**config.mk**
```make
export PLATFORM = sky130hd
export DESIGN_NAME = csr_intr_unit
export DESIGN_NICKNAME = d
export VERILOG_FILES = /design/src/rtl/csr_intr_unit.sv
export SDC_FILE = /design/constraint.sdc
export NUM_CORES = 1
export LEC_CHECK = 0
export BUFFER_PORTS_ARGS = -buffer_cell sky130_fd_sc_hd__buf_2
export CAP_MARGIN = 25
export CORE_UTILIZATION = 40
export DETAILED_ROUTE_END_ITERATION = 8
export MAX_ROUTING_LAYER = met4
export PLACE_DENSITY = 0.77
export RECOVER_POWER = 50
export SYNTH_ARGS = -nofsm -noshare
export SYNTH_HDL_FRONTEND = slang
export SYNTH_SLANG_ARGS = --single-unit
```
**constraint.sdc**
```tcl
create_clock -name clk -period 1.86 [get_ports clk]
set_clock_uncertainty 0.15 [all_clocks]
set_input_delay 0.186 -clock clk [delete_from_list [all_inputs] [get_ports clk]]
set_output_delay 0.186 -clock clk [all_outputs]
set_load 0.005 [all_outputs]
```
**src/rtl/csr_intr_unit.sv**
```systemverilog
// csr_intr_unit: machine-mode CSRs with synchronised, edge-detected external interrupt
module csr_intr_unit (
  input  logic        clk,
  input  logic        RST,
  input  logic        ext_irq,
  input  logic        int_taken,
  input  logic        csr_WE,
  input  logic        mret_exec,
  input  logic [11:0] csr_addr,
  input  logic [31:0] wd,
  input  logic [31:0] pc,
  output logic        intr,
  output logic [31:0] rd,
  output logic [31:0] mepc_out,
  output logic [31:0] mtvec_out
);
  logic s1, s2, s_prev, pending, edge_det;
  logic mie_b, mpie, meie;
  logic [31:0] mtvec, mepc, mcause, mstatus, mie_r;
  logic wr_en, mret_en;
  assign edge_det = s2 & ~s_prev;
  assign wr_en = csr_WE & ~int_taken;
  assign mret_en = mret_exec & ~int_taken;
  assign mstatus = {24'b0, mpie, 3'b0, mie_b, 3'b0};
  assign mie_r = {20'b0, meie, 11'b0};
  assign intr = pending & mie_b & meie;
  assign mepc_out = mepc;
  assign mtvec_out = mtvec;
  always_comb
    rd = csr_addr == 12'h300 ? mstatus :
         csr_addr == 12'h304 ? mie_r :
         csr_addr == 12'h305 ? mtvec :
         csr_addr == 12'h341 ? mepc :
         csr_addr == 12'h342 ? mcause : 32'h0;
  always_ff @(posedge clk)
    if (RST) begin
      s1 <= 1'b0;
      s2 <= 1'b0;
      s_prev <= 1'b0;
      pending <= 1'b0;
      mie_b <= 1'b0;
      mpie <= 1'b0;
      meie <= 1'b0;
      mtvec <= 32'h0;
      mepc <= 32'h0;
      mcause <= 32'h0;
    end else begin
      s1 <= ext_irq;
      s2 <= s1;
      s_prev <= s2;
      pending <= edge_det | (pending & ~int_taken);
      if (int_taken) begin
        mepc <= {pc[31:2], 2'b00};
        mpie <= mie_b;
        mie_b <= 1'b0;
        mcause <= 32'h8000_000B;
      end
      if (wr_en && csr_addr == 12'h300) begin
        mie_b <= wd[3];
        mpie <= wd[7];
      end
      if (wr_en && csr_addr == 12'h304) meie <= wd[11];
      if (wr_en && csr_addr == 12'h305) mtvec <= {wd[31:2], 2'b00};
      if (wr_en && csr_addr == 12'h341) mepc <= {wd[31:2], 2'b00};
      // an MRET in the same cycle as an mstatus write wins
      if (mret_en) begin
        mie_b <= mpie;
        mpie <= 1'b1;
      end
    end
endmodule

```
Yosys cells after proc, flatten, opt, wreduce, memory -nomap -nowiden --
Cells that the tools add are included.
Storage, ports and cells: output and inout port bits 97, input port bits 82, flip-flop bits (word level) 68, logic and storage cells 43
Operators by class: multiplexer cells 13, bitwise gates (word level) 9, equal/unequal tests 5, reduce and logical (&&, ||, !) cells 6
Operator list (count):
- $mux 32 | 7
- $eq 12x10->1 const B | 5
- $and 1x1->1 | 6
- $mux 1 | 6
- $logic_and 1x1->1 | 4
- $reduce_bool 3->1 | 1
- $not 1->1 | 2
- $reduce_bool 2->1 | 1
- $or 1x1->1 | 1

Longest topological paths before layout --
word-level depth 6, depth in mapped cells 7, gate-level depth less buffers 4

Least setup slack after synthesis --
OpenSTA, ideal clock, no wires.
kind in2out, start point input csr_addr[3], end point output rd[10], path slack -9 ps, required time 1524 ps, arrival 1533 ps, path buffers 2, stages 6, cells stage by stage or4_4 nor3_4 and3_1 buf_6 buf_6 a22o_1
Between the ends: word-level cells in the longest chain between the ends 5, elaborated cells between the ends (all ways) 8, classes of those cells eq/ne (4); mux (4)
RTL lines:
- start: declaration | RTL line 9 | input logic [11:0] csr_addr,
- $eq 12x10->1 | RTL line 33 | csr_addr == 12'h341 ? mepc :
- $mux 32 | RTL line 33
- $mux 32 | RTL line 32 | csr_addr == 12'h305 ? mtvec :
- $mux 32 | RTL line 31 | csr_addr == 12'h304 ? mie_r :
- $mux 32 (*) | RTL line 30 | rd = csr_addr == 12'h300 ? mstatus :
- end: declaration | RTL line 13 | output logic [31:0] rd,
Mark *: on every way between the ends. The rest lies on a longest branch, timed or not.

Final worst setup path --
start point input csr_addr[3], end point output rd[8]
The elaborated chain is that of the path after synthesis.

==> flow_summary.ini <==
[outcome]
status = finished with violations
violations = negative setup slack

[synthesis]
synth_area_per_cell_um2 = 9.07
ys_seq_area_share_pct = 43.8
ys.warnings.count = 0
synth_enable_flop_cells = 0
synth-seq-cells = 68
netlist_area_mm2 = 0.00311
synthArstFlopShare_pct = 0
synth_ff_type = dfxtp_1
synth_cell_type_count = 43
syn_inst = 343

[sta]
period_needed_ps = 2080
max_clock_freq_mhz = 481
setup_viol = 31
setup_tns_ps = -4780
rsz0062_at_grt = true
worst_slew_pin_slew_ps = 609
finalCritPeriodShare_pct = 112
maxSlewHeadroom_pct = 59.2
finalWorstSetupSlack_ps = -217
slew_violations = 0
finalHoldViolations = 0

[placed_design]
place.gp.congestion = 0.894
dp_hpwl_mm = 7.28
io_buffers = 170
placed_area_mm2 = 0.00422
pre_cts_ws_ps = -255

[power_and_ir_drop]
power_uw = 3010
power.leakage_uw = 0.00225
ir_worst_vdd_mv = 0.362
powerDensity_mw_per_mm2 = 595

[global_route]
grt_pass1_vias = 3744
track_usage_pct = 28.9
antenna_found_initial = 0
grt_first_pass_wirelength_mm = 18.1
grt-ovfl-total = 0
grt_start_max_net_pins = 31

[die]
die_area_mm2 = 0.00813
core_area_mm2 = 0.00737
rows = 31
die_x_um = 90.2
ios = 179
initial_core_util_pct = 42.2
fp.dieH_um = 90.2

[setup_path]
crit_fanout = 9
path_class = in -> out
crit_arrival_ps = 1740
reg2reg_from = mie_b
startpoint_type = input port
worstSetupStartpoint = csr_addr[3]
worstSetupEndpointType = output port
required_ps = 1520

[cells_and_area]
postLayoutCellArea_mm2 = 0.00506
synthToLayoutAreaGrowth_pct = 62.6
final_cell_mix = buf_2, dfxtp_1, nand2_1
nets = 667
utilization_pct = 68.6
final_common_cell = buf_2
diodes = 0
drive_above_1_share_pct = 34.6

[cts]
numCtsBuffers = 9
path_clk_slew_ps = 70
clock-root-buffer = clkbuf_8
htreeDepth = 3
cts_tree = done
clk_latency_ps = 340
cts.sinks = 68
clockBufferDepth = 2

[routing]
dr.pass1.iters = 4
routedWlPerCell_um = 16.5
vias = 3663
antenna_left = 0
drt_wl_total_mm = 11.3
drtIter0Drc = 141
via_per_inst = 5.32
drc = 0

[run]
cap_viol_max_count = 0

[hold_path]
hold_path_class = in -> reg
worstHoldStart = pc[30]
-- power by group --
group,leakage (uW),internal [uW],switching (uW)
sequential,0.000555,1500,38.4
combinational,0.00162,248,172
clock,0.0000783,480,570
-- through the flow --
stage | instances | hold slack (ps)
3_3_place_gp | 610 | 250
2_1_floorplan | 346 | 164
6_report | 689 | 11.5
4_1_cts | 687 | 2.31
5_1_grt | 689 | 10.2
3_5_place_dp | 610 | 257
-- per-layer routing --
metal | GRT usage, % | vias up | part of all wire, %
met5 | - | - | 0
li1 | - | 1726 | -
met1 | 30.2 | 1714 | 40
met4 | 14.5 | 0 | 3.4
met2 | 50.9 | 187 | 51
met3 | 6.85 | 36 | 5.8
-- path summary, 6_finish.rpt --
| kind | slack (ps) | to | depth (start not counted) |
|---|---|---|---|
| worst min register to register | 300 | s2 | 1 |
| worst max register to register | 910 | mpie | 2 |
| worst max-delay path | -220 | rd[8] | 7 |
| worst min-delay path | 10 | mepc_out[30] | 3 |
-- cell type report --
cell class | instances | area (um^2)
flip-flops and latches | 68 | 1360
fillers | 614 | 2310
well taps | 99 | 124
clock inverters | 6 | 41.3
repair buffers | 262 | 1780
multi-input cells | 241 | 1610
clock buffers | 10 | 128
inverters | 3 | 11.3
-- state kept, by name (all words and copies together), names as in the netlist --
name,flops
mepc_out,30
mie_b,1
mpie,1
s_prev,1
s1,1
mtvec_out,30
s2,1
meie,1
mcause,1
pending,1
-- worst max-delay path, stage by stage --
cell,delay (ps)
buf_2,110
or4_4,600
nor3_4,160
and3_4,250
buf_8,140
a22o_1,160
buf_2,130
-- cell families (layout without fill, tap and decap cells) --
logic type,count (synthesis),count (layout),share of synthesized area (%)
multiplexers,4,4,1.33
buffers and inverters,37,281,6.19
flip-flops,68,68,43.8
AO/OA/AOI/OAI,99,99,25.1
other,1,4,0.121
AND/OR/NAND/NOR,134,134,23.5
-- Yosys cell counts (2+ instances only) --
| master | count | area (um^2) |
|---|---|---|
| a221o_1 | 30 | 300 |
| a21oi_1 | 31 | 155 |
| buf_6 | 3 | 33.8 |
| and4_1 | 3 | 26.3 |
| nand2_1 | 63 | 236 |
| dfxtp_1 | 68 | 1360 |
| nor4bb_1 | 2 | 20.0 |
| mux2i_1 | 3 | 30.0 |
| nor2_1 | 7 | 26.3 |
| nor3_1 | 2 | 10.0 |
| a211oi_1 | 3 | 22.5 |
| and2_1 | 31 | 194 |
| nand4_1 | 4 | 25.0 |
| clkbuf_1 | 16 | 60.1 |
| nor4_2 | 2 | 25.0 |
| buf_2 | 10 | 50.1 |
| buf_4 | 5 | 37.5 |
| nand3b_1 | 2 | 15.0 |
| nor2b_1 | 4 | 25.0 |
| nand2b_1 | 2 | 12.5 |
| inv_1 | 3 | 11.3 |
| and3_1 | 2 | 12.5 |
| a22o_1 | 27 | 236 |
-- what timing repair did --
action / in CTS / in global routing
setup endpoints to repair: 32 / 32
endpoints found under the hold margin: 63 / 0
pin swaps: 5 / 2
cloned: 1 / 0
resized for setup: 20 / 1
hold buffers: 59 / 0
buffers inserted: 1 / 1
(Power assumes the default switching activity.)
